File: src/rtl/re_stage_reg_if.sv
// rtl/re_stage_reg_if.sv - DR-to-RE stage bundle: decoded DR inputs, control, and RE-stage outputs
//
// Port summary:
//   DR side : flush_DR, reg_efct_DR[2:0], load_DR, store_DR, Rs1_DR/Rs2_DR/Rd_DR[2:0],
//             opA_DR/opB_DR[DATA_W], ctrl_DR[CTRL_W]
//   control : branch_kill, ext_stall
//   RE side : flush_RE, reg_efct_RE[2:0], load_RE, store_RE, Rs1_RE/Rs2_RE/Rd_RE[2:0],
//             opA_RE/opB_RE[DATA_W], ctrl_RE[CTRL_W]
//   status  : stall_DR, bubble_src[1:0], lu_count/xs_count[CNT_W]
// The slave modport is the pipeline register itself; master is the surrounding core.
interface re_stage_reg_if #(
    parameter int DATA_W = 16,
    parameter int CTRL_W = 8,
    parameter int CNT_W  = 16
);
    logic              flush_DR;
    logic [2:0]        reg_efct_DR;
    logic              load_DR;
    logic              store_DR;
    logic [2:0]        Rs1_DR;
    logic [2:0]        Rs2_DR;
    logic [2:0]        Rd_DR;
    logic [DATA_W-1:0] opA_DR;
    logic [DATA_W-1:0] opB_DR;
    logic [CTRL_W-1:0] ctrl_DR;
    logic              branch_kill;
    logic              ext_stall;

    logic              flush_RE;
    logic [2:0]        reg_efct_RE;
    logic              load_RE;
    logic              store_RE;
    logic [2:0]        Rs1_RE;
    logic [2:0]        Rs2_RE;
    logic [2:0]        Rd_RE;
    logic [DATA_W-1:0] opA_RE;
    logic [DATA_W-1:0] opB_RE;
    logic [CTRL_W-1:0] ctrl_RE;
    logic              stall_DR;
    logic [1:0]        bubble_src;
    logic [CNT_W-1:0]  lu_count;
    logic [CNT_W-1:0]  xs_count;

    modport slave (
        input  flush_DR, reg_efct_DR, load_DR, store_DR, Rs1_DR, Rs2_DR, Rd_DR,
               opA_DR, opB_DR, ctrl_DR, branch_kill, ext_stall,
        output flush_RE, reg_efct_RE, load_RE, store_RE, Rs1_RE, Rs2_RE, Rd_RE,
               opA_RE, opB_RE, ctrl_RE, stall_DR, bubble_src, lu_count, xs_count
    );

    modport master (
        output flush_DR, reg_efct_DR, load_DR, store_DR, Rs1_DR, Rs2_DR, Rd_DR,
               opA_DR, opB_DR, ctrl_DR, branch_kill, ext_stall,
        input  flush_RE, reg_efct_RE, load_RE, store_RE, Rs1_RE, Rs2_RE, Rd_RE,
               opA_RE, opB_RE, ctrl_RE, stall_DR, bubble_src, lu_count, xs_count
    );
endinterface

File: src/rtl/re_stage_reg.sv
// rtl/re_stage_reg.sv - RE pipeline register with load-use interlock and stall counters
//
// Ports:
//   clk    : rising-edge clock
//   reset  : asynchronous, active-high; RE becomes a reset bubble, counters clear
//   bus    : re_stage_reg_if.slave carrying the DR inputs, branch_kill/ext_stall,
//            the registered RE fields, stall_DR (combinational), bubble_src and counters
//
// Edge priority: branch_kill > ext_stall > load-use hazard > normal capture.
module re_stage_reg #(
    parameter int DATA_W = 16,
    parameter int CTRL_W = 8,
    parameter int CNT_W  = 16
) (
    input  logic            clk,
    input  logic            reset,
    re_stage_reg_if.slave   bus
);
    typedef enum logic [1:0] {
        VALID     = 2'b00,
        RESET_BUB = 2'b01,
        LU_BUB    = 2'b10,
        KILL_BUB  = 2'b11
    } bsrc_e;

    logic              flush_q;
    logic [2:0]        efct_q;
    logic              load_q;
    logic              store_q;
    logic [2:0]        rs1_q;
    logic [2:0]        rs2_q;
    logic [2:0]        rd_q;
    logic [DATA_W-1:0] opa_q;
    logic [DATA_W-1:0] opb_q;
    logic [CTRL_W-1:0] ctrl_q;
    bsrc_e             src_q;
    bsrc_e             src_d;
    logic [CNT_W-1:0]  lu_q;
    logic [CNT_W-1:0]  lu_d;
    logic [CNT_W-1:0]  xs_q;
    logic [CNT_W-1:0]  xs_d;
    logic              hz;
    logic              bubble_in;

    localparam logic [CNT_W-1:0] CNT_ONE = {{(CNT_W-1){1'b0}}, 1'b1};

    always_comb begin
        // Load in RE whose Rd is read by a real instruction in DR; the
        // forwarding unit can only supply load data from MW, so wait one cycle.
        hz = !flush_q & load_q & efct_q[0] & !bus.flush_DR &
             ((bus.reg_efct_DR[2] & (bus.Rs1_DR == rd_q)) |
              (bus.reg_efct_DR[1] & (bus.Rs2_DR == rd_q)));

        // A bubble is loaded on a kill, or on a hazard that ext_stall does not mask.
        bubble_in = bus.branch_kill | (!bus.ext_stall & hz);

        lu_d = (&lu_q) ? lu_q : lu_q + CNT_ONE;
        xs_d = (&xs_q) ? xs_q : xs_q + CNT_ONE;

        // A flushed DR slot keeps the reason the slot went empty; a flush
        // arriving right behind a valid instruction can only come from a kill.
        if (!bus.flush_DR)
            src_d = VALID;
        else if (src_q == VALID)
            src_d = KILL_BUB;
        else
            src_d = src_q;
    end

    always_ff @(posedge clk or posedge reset) begin
        if (reset) begin
            flush_q <= 1'b1;
            efct_q  <= 3'b000;
            load_q  <= 1'b0;
            store_q <= 1'b0;
            rs1_q   <= 3'd0;
            rs2_q   <= 3'd0;
            rd_q    <= 3'd0;
            opa_q   <= '0;
            opb_q   <= '0;
            ctrl_q  <= '0;
            src_q   <= RESET_BUB;
            lu_q    <= '0;
            xs_q    <= '0;
        end else if (bubble_in) begin
            flush_q <= 1'b1;
            efct_q  <= 3'b000;
            load_q  <= 1'b0;
            store_q <= 1'b0;
            rs1_q   <= 3'd0;
            rs2_q   <= 3'd0;
            rd_q    <= 3'd0;
            opa_q   <= '0;
            opb_q   <= '0;
            ctrl_q  <= '0;
            src_q   <= bus.branch_kill ? KILL_BUB : LU_BUB;
            if (!bus.branch_kill)
                lu_q <= lu_d;
        end else if (bus.ext_stall) begin
            xs_q <= xs_d;
        end else begin
            flush_q <= bus.flush_DR;
            efct_q  <= bus.reg_efct_DR;
            load_q  <= bus.load_DR;
            store_q <= bus.store_DR;
            rs1_q   <= bus.Rs1_DR;
            rs2_q   <= bus.Rs2_DR;
            rd_q    <= bus.Rd_DR;
            opa_q   <= bus.opA_DR;
            opb_q   <= bus.opB_DR;
            ctrl_q  <= bus.ctrl_DR;
            src_q   <= src_d;
        end
    end

    assign bus.flush_RE    = flush_q;
    assign bus.reg_efct_RE = efct_q;
    assign bus.load_RE     = load_q;
    assign bus.store_RE    = store_q;
    assign bus.Rs1_RE      = rs1_q;
    assign bus.Rs2_RE      = rs2_q;
    assign bus.Rd_RE       = rd_q;
    assign bus.opA_RE      = opa_q;
    assign bus.opB_RE      = opb_q;
    assign bus.ctrl_RE     = ctrl_q;
    assign bus.bubble_src  = src_q;
    assign bus.lu_count    = lu_q;
    assign bus.xs_count    = xs_q;
    // A kill empties DR anyway, so holding it would only waste a cycle.
    assign bus.stall_DR    = !bus.branch_kill & (bus.ext_stall | hz);
endmodule

File: src/flat_wrapper.sv
// flat-port wrapper written by rule: the top's interface ports become plain ports
module re_stage_reg_flat 
#(
    parameter int DATA_W = 16,
    parameter int CTRL_W = 8,
    parameter int CNT_W  = 16
)
  (clk, reset, bus_flush_DR, bus_reg_efct_DR, bus_load_DR, bus_store_DR, bus_Rs1_DR, bus_Rs2_DR, bus_Rd_DR, bus_opA_DR, bus_opB_DR, bus_ctrl_DR, bus_branch_kill, bus_ext_stall, bus_flush_RE, bus_reg_efct_RE, bus_load_RE, bus_store_RE, bus_Rs1_RE, bus_Rs2_RE, bus_Rd_RE, bus_opA_RE, bus_opB_RE, bus_ctrl_RE, bus_stall_DR, bus_bubble_src, bus_lu_count, bus_xs_count);
  re_stage_reg_if #(.DATA_W(DATA_W), .CTRL_W(CTRL_W), .CNT_W(CNT_W)) bus_i ();
  input  logic clk;
  input  logic reset;
  input wire logic [$bits(bus_i.flush_DR)-1:0] bus_flush_DR;
  input wire logic [$bits(bus_i.reg_efct_DR)-1:0] bus_reg_efct_DR;
  input wire logic [$bits(bus_i.load_DR)-1:0] bus_load_DR;
  input wire logic [$bits(bus_i.store_DR)-1:0] bus_store_DR;
  input wire logic [$bits(bus_i.Rs1_DR)-1:0] bus_Rs1_DR;
  input wire logic [$bits(bus_i.Rs2_DR)-1:0] bus_Rs2_DR;
  input wire logic [$bits(bus_i.Rd_DR)-1:0] bus_Rd_DR;
  input wire logic [$bits(bus_i.opA_DR)-1:0] bus_opA_DR;
  input wire logic [$bits(bus_i.opB_DR)-1:0] bus_opB_DR;
  input wire logic [$bits(bus_i.ctrl_DR)-1:0] bus_ctrl_DR;
  input wire logic [$bits(bus_i.branch_kill)-1:0] bus_branch_kill;
  input wire logic [$bits(bus_i.ext_stall)-1:0] bus_ext_stall;
  output wire logic [$bits(bus_i.flush_RE)-1:0] bus_flush_RE;
  output wire logic [$bits(bus_i.reg_efct_RE)-1:0] bus_reg_efct_RE;
  output wire logic [$bits(bus_i.load_RE)-1:0] bus_load_RE;
  output wire logic [$bits(bus_i.store_RE)-1:0] bus_store_RE;
  output wire logic [$bits(bus_i.Rs1_RE)-1:0] bus_Rs1_RE;
  output wire logic [$bits(bus_i.Rs2_RE)-1:0] bus_Rs2_RE;
  output wire logic [$bits(bus_i.Rd_RE)-1:0] bus_Rd_RE;
  output wire logic [$bits(bus_i.opA_RE)-1:0] bus_opA_RE;
  output wire logic [$bits(bus_i.opB_RE)-1:0] bus_opB_RE;
  output wire logic [$bits(bus_i.ctrl_RE)-1:0] bus_ctrl_RE;
  output wire logic [$bits(bus_i.stall_DR)-1:0] bus_stall_DR;
  output wire logic [$bits(bus_i.bubble_src)-1:0] bus_bubble_src;
  output wire logic [$bits(bus_i.lu_count)-1:0] bus_lu_count;
  output wire logic [$bits(bus_i.xs_count)-1:0] bus_xs_count;
  assign bus_i.flush_DR = bus_flush_DR;
  assign bus_i.reg_efct_DR = bus_reg_efct_DR;
  assign bus_i.load_DR = bus_load_DR;
  assign bus_i.store_DR = bus_store_DR;
  assign bus_i.Rs1_DR = bus_Rs1_DR;
  assign bus_i.Rs2_DR = bus_Rs2_DR;
  assign bus_i.Rd_DR = bus_Rd_DR;
  assign bus_i.opA_DR = bus_opA_DR;
  assign bus_i.opB_DR = bus_opB_DR;
  assign bus_i.ctrl_DR = bus_ctrl_DR;
  assign bus_i.branch_kill = bus_branch_kill;
  assign bus_i.ext_stall = bus_ext_stall;
  assign bus_flush_RE = bus_i.flush_RE;
  assign bus_reg_efct_RE = bus_i.reg_efct_RE;
  assign bus_load_RE = bus_i.load_RE;
  assign bus_store_RE = bus_i.store_RE;
  assign bus_Rs1_RE = bus_i.Rs1_RE;
  assign bus_Rs2_RE = bus_i.Rs2_RE;
  assign bus_Rd_RE = bus_i.Rd_RE;
  assign bus_opA_RE = bus_i.opA_RE;
  assign bus_opB_RE = bus_i.opB_RE;
  assign bus_ctrl_RE = bus_i.ctrl_RE;
  assign bus_stall_DR = bus_i.stall_DR;
  assign bus_bubble_src = bus_i.bubble_src;
  assign bus_lu_count = bus_i.lu_count;
  assign bus_xs_count = bus_i.xs_count;
  re_stage_reg #(.DATA_W(DATA_W), .CTRL_W(CTRL_W), .CNT_W(CNT_W)) u_core (.clk(clk), .reset(reset), .bus(bus_i));
endmodule
File: config.mk
export PLATFORM = sky130hd
export DESIGN_NAME = re_stage_reg_flat
export DESIGN_NICKNAME = d
export VERILOG_FILES = /design/src/rtl/re_stage_reg_if.sv /design/src/rtl/re_stage_reg.sv /design/src/flat_wrapper.sv
export SDC_FILE = /design/constraint.sdc
export NUM_CORES = 1
export LEC_CHECK = 0
export ABC_AREA = 1
export CORE_MARGIN = 3
export CORE_UTILIZATION = 45
export CTS_CLUSTER_SIZE = 16
export DETAILED_ROUTE_END_ITERATION = 8
export PLACE_DENSITY = 0.79
export SYNTH_ARGS = -nofsm -noshare
export SYNTH_HDL_FRONTEND = slang
export SYNTH_SLANG_ARGS = --single-unit
File: constraint.sdc
create_clock -name clk -period 4.3 [get_ports clk]
set_clock_uncertainty 0.2 [all_clocks]
set_input_delay 0.86 -clock clk [delete_from_list [all_inputs] [get_ports clk]]
set_output_delay 0.86 -clock clk [all_outputs]
set_load 0.01 [all_outputs]
* Word-level counts from Yosys, hierarchy flattened
Index checks and enable logic that the tools add are counted.
** Storage, ports and cells
- Register bits :: 89
- Output and inout port bits :: 90
- Logic and storage cells :: 69
** Cells by class
- Add/subtract/negate cells :: 2
- Eq/ne operators :: 4
- Muxes and demuxes :: 25
- Bitwise logic cells :: 15
- Reduce and logical (&&, ||, !) cells :: 10
** Operators by type and width (number)
- 16-bit two-way mux :: 4
- 16-bit by 1-bit adder with 16-bit output, second input constant :: 2
- 16-bit AND reduction :: 2
- 3-bit two-way mux :: 8
- 8-bit two-way mux :: 2
- 1-bit bitwise AND :: 8
- 2-bit two-way mux :: 4
- 1-bit two-way mux :: 7
- 3-bit == test :: 2
- 3-bit AND reduction :: 2
- 1-bit zero test :: 4
- 1-bit NOT :: 4
- 3-bit by 1-bit != test with 1-bit output, second input constant :: 1
- 1-bit bitwise OR :: 3
- 2-bit zero test :: 1
- 2-bit by 1-bit != test with 1-bit output, second input constant :: 1
- 2-bit AND reduction :: 1

* Depth between registers and ports, before layout
- Depth after elaboration :: 9
- Mapped depth :: 12
- Gate-level depth less buffers :: 11

* Least setup slack after synthesis
OpenSTA, ideal clock, no wires.
- Path kind :: input-to-output
- From :: input bus_ext_stall
- To :: output bus_stall_DR
- Data arrival time :: 1.683 ns
- Required time :: 3.240 ns
- Setup slack :: 1.557 ns
- Cell stages on the path :: 5
- Path buffers :: 1
- Cells stage by stage :: inv_2 nor2_2 clkinv_1 clkbuf_1 nand2_1
** On the way
- Cells in the longest elaborated chain, start to end :: 2
** RTL lines
- from (decl) :: line flat_wrapper.sv:23 : input wire logic [$bits(bus_i.ext_stall)-1:0] bus_ext_stall;
- 1-bit bitwise OR :: line re_stage_reg.sv:130 : assign bus.stall_DR = !bus.branch_kill & (bus.ext_stall | hz);
- 1-bit bitwise AND :: line re_stage_reg.sv:130
- to (decl) :: line flat_wrapper.sv:34 : output wire logic [$bits(bus_i.stall_DR)-1:0] bus_stall_DR;
No other way between the ends.

* Final worst setup path
- From :: input bus_Rs2_DR[0]
- To :: output bus_stall_DR
** On the way
- Cells in the longest elaborated chain, start to end :: 6
** RTL lines
- from (decl) :: line flat_wrapper.sv:17 : input wire logic [$bits(bus_i.Rs2_DR)-1:0] bus_Rs2_DR;
- 3-bit == test :: line re_stage_reg.sv:52 : (bus.reg_efct_DR[1] & (bus.Rs2_DR == rd_q)));
- 1-bit bitwise AND :: line re_stage_reg.sv:52
- 1-bit bitwise OR :: line re_stage_reg.sv:51 : ((bus.reg_efct_DR[2] & (bus.Rs1_DR == rd_q)) |
- 1-bit bitwise AND :: line re_stage_reg.sv:50 : hz = !flush_q & load_q & efct_q[0] & !bus.flush_DR &
- 1-bit bitwise OR :: line re_stage_reg.sv:130
- 1-bit bitwise AND :: line re_stage_reg.sv:130
No other way between the ends.

==> metrics.txt <==
TritonCTS sink count just under 90; number of instances resized during post-cts repair 0; Seq pwr share 0.480; Final Critical Period 3610 ps; GRT Overall Usage 0.216; CTS root buf clkbuf_8; peak clock frequency supported by timing roughly 280 MHz; number of max-cap violations 0; floorplan die height 104 um; synthesized flop and latch total 89; EDFF count, synth 0; H-tree Lvls 3; clock insertion delay at the later pin of the skew report between 300 and 400 ps; Clk network pwr share 0.314; Final nets around 740; detailed-route wire length per cell between 10 and 15 um; antenna violations before repair 0; maximum number of pins on one net before global-route repair between 50 and 60; maximum vdd drop about 0.16 mV; wire length of the first global-routing pass 19.4 mm; number of warnings reported in the yosys synthesis log 0; area of the die ~11,000 um^2; internal power consumption between 1000 and 1500 uW; Critical Path End Type primary output; worst-case register-to-register setup slack about 1900 ps; Iter 0 DRT Violations about 180; Post-Route WL 11.4 mm; footprint of the flip-flops and latches roughly 2200 um^2; number of max-slew violations in the final report 0; CP endpoint bus_stall_DR; worst hold path type flop to flop; type of the worst setup path input pin to primary output; vias per cell around 4.9; kind of launch point of the worst setup path input pin; share of the clock period used by the worst path 0.840; CTS tree done; starting density of the core 0.467; hold-fix buffers at CTS 0; synthesized area ~4300 um^2; buffer count from post-CTS setup fixing 0; smallest hold slack between 200 and 300 ps; count of antenna diodes in the layout 0; post-synth top area cell dfrtp_1; number of instances in the synthesized netlist 539; required arrival time at the worst endpoint about 3200 ps; number of buffer cells added on primary ports ~150; maximum buffer depth of the clock tree 2; count of boundary I/O pins approximately 150; launch instance of the worst register-to-register path u_core.bus.xs_count[0]; share of final-layout standard cells stronger than drive strength 1 0.0582; logic gate share of total power 0.206; first-pass iteration count of the detailed router 5; std cell rows 35; number of global-route vias before repair 4,020; worst slew slack as a fraction of its limit 0.434; net load switching power 560 uW; Most used DFF post-synth dfrtp_1; Setup crit start bus_Rs2_DR[0]; via count of the routed design between 4,000 and 5,000; cts bufs inserted 9; Mapped Nets 600; last weighted congestion value of the routability-driven placer roughly 0.87; Area contributors post-synth dfrtp_1, nand2_1, o21ai_0; count of fill cells added during filler insertion 826; final number of setup-violating endpoints 0; cell area power density approximately 330 nW/um^2; Mapped Avg Cell Area 8.05 um^2; unrepaired setup endpoints after global routing false; final core utilization 0.662; share of synthesized area occupied by flip-flops and latches 0.514; total area of multi-input combinational cells between 1500 and 2000 um^2; remaining design rule violation count 0; number of routed nets with antenna violations 0; depth of the worst hold-timing path 2; Floorplan Core Area 9280 um^2; Netlist cell types 32; hold violation count in the final report 0; area added between synthesis and finish 41.7%; Critical Path AT roughly 2600 ps; final HPWL from detailed placement 8.25 mm; critical-path maximum fanout 3; area share of the leading cell type in the synthesized netlist 0.502; Fin Setup TNS 0 ps; clock edge transition at the registers on the reported setup and hold paths roughly 90 ps; run status completed; switching part of the total 0.276; static leakage approximately 0.0028 uW; Die W between 100 and 150 um; transition at the pin with the smallest max-transition slack about 850 ps; GRT overflow 0; Worst R2R End u_core.bus.xs_count[2]; Post-synth ARST share 1.00; Worst Reg2Reg Path Length in Cells 8
-- critical path: stages --
cell and delay [ps]:
clkdlybuf4s50_1 520, inv_1 60, nand2_1 60, nand2_1 50, nor2_1 90, nand2_1 60
nand2_2 110, nand3_1 100, nand2_1 90, clkdlybuf4s50_1 540
-- through the flow --
| stage | power [uW] | area (um^2) | setup WS [ps] | instances |
|---|---|---|---|---|
| floorplan | 1160 | 4340 | 936 | 539 |
| global placement | 1390 | 5930 | 729 | 800 |
| detailed placement | 1410 | 5930 | 694 | 800 |
| CTS | 2050 | 6150 | 685 | 816 |
| global route | 2140 | 6150 | 516 | 816 |
| finish | 2030 | 6150 | 687 | 816 |
-- power by group through the flow --
| stage | sequential [uW] | combinational, uW | clock [uW] |
|---|---|---|---|
| finish | 974 | 417 | 637 |
| global placement | 984 | 408 | 0 |
| CTS | 973 | 422 | 655 |
| detailed placement | 989 | 420 | 0 |
| floorplan | 1010 | 158 | 0 |
| global route | 984 | 461 | 692 |
-- cells by family (layout without fill, tap and decap cells) --
kind of cell	count (synthesis)	in the layout	share of synthesized area
AND/OR/NAND/NOR	304	304	0.297
flip-flops	89	89	0.514
AO/OA/AOI/OAI	64	64	0.0776
buffers and inverters	54	202	0.0531
XOR/XNOR	26	26	0.0525
adder cells (fa/ha/maj)	2	2	0.00577
-- flip-flops by register name, indices dropped and copies added, names as in the netlist, 8 cells and up --
name and flops:
u_core.bus.lu_count 16, u_core.bus.opA_RE 16, u_core.bus.opB_RE 16, u_core.bus.xs_count 16
u_core.bus.ctrl_RE 8
-- final cells by class --
class,instances,share of cell area
inverters,34,0.0210
clock buffers,12,0.0236
multi-input cells,396,0.306
clock inverters,4,0.0124
repair buffers,152,0.248
well taps,129,0.0262
flip-flops and latches,89,0.363
-- cells in the final DEF (no fill, tap or decap), types with 8 or more instances in the layout --
cell,instances
nand2_1,217
nand3_1,28
nor2_1,30
clkdlybuf4s50_1,148
clkbuf_8,10
dfrtp_1,87
nand4_1,8
inv_1,29
xnor2_1,8
xor2_1,18
o21ai_0,51
-- metal layers --
layer | track usage | vias to the layer above | part of all wire
li1 | - | 1995 | -
met1 | 0.286 | 1891 | 0.45
met2 | 0.358 | 119 | 0.48
met3 | 0.0416 | 14 | 0.054
met4 | 0.0703 | 0 | 0.018
met5 | 0 | - | 0
-- synth_stat cells (4+ instances only) --
cell type and count:
clkbuf_1 10, clkbuf_2 4, dfrtp_1 87, inv_1 30, nand2_1 217, nand3_1 28
nand4_1 8, nor2_1 30, nor3_1 6, o21ai_0 51, o21ai_1 5, o22ai_1 4
xnor2_1 8, xor2_1 18
-- worst min-delay path by stage --
stage,startpoint,to,slack (ps)
after floorplan,u_core.bus.bubble_src[0],u_core.bus.bubble_src[0],300
after global placement,u_core.bus.opB_RE[2],u_core.bus.opB_RE[2],270
after detailed placement,u_core.bus.reg_efct_RE[1],u_core.bus.reg_efct_RE[1],270
after CTS,u_core.bus.ctrl_RE[6],u_core.bus.ctrl_RE[6],290
after global routing,u_core.bus.opB_RE[12],u_core.bus.opB_RE[12],320
final,u_core.bus.reg_efct_RE[1],u_core.bus.reg_efct_RE[1],290
Power figures use the tool's default switching activity.
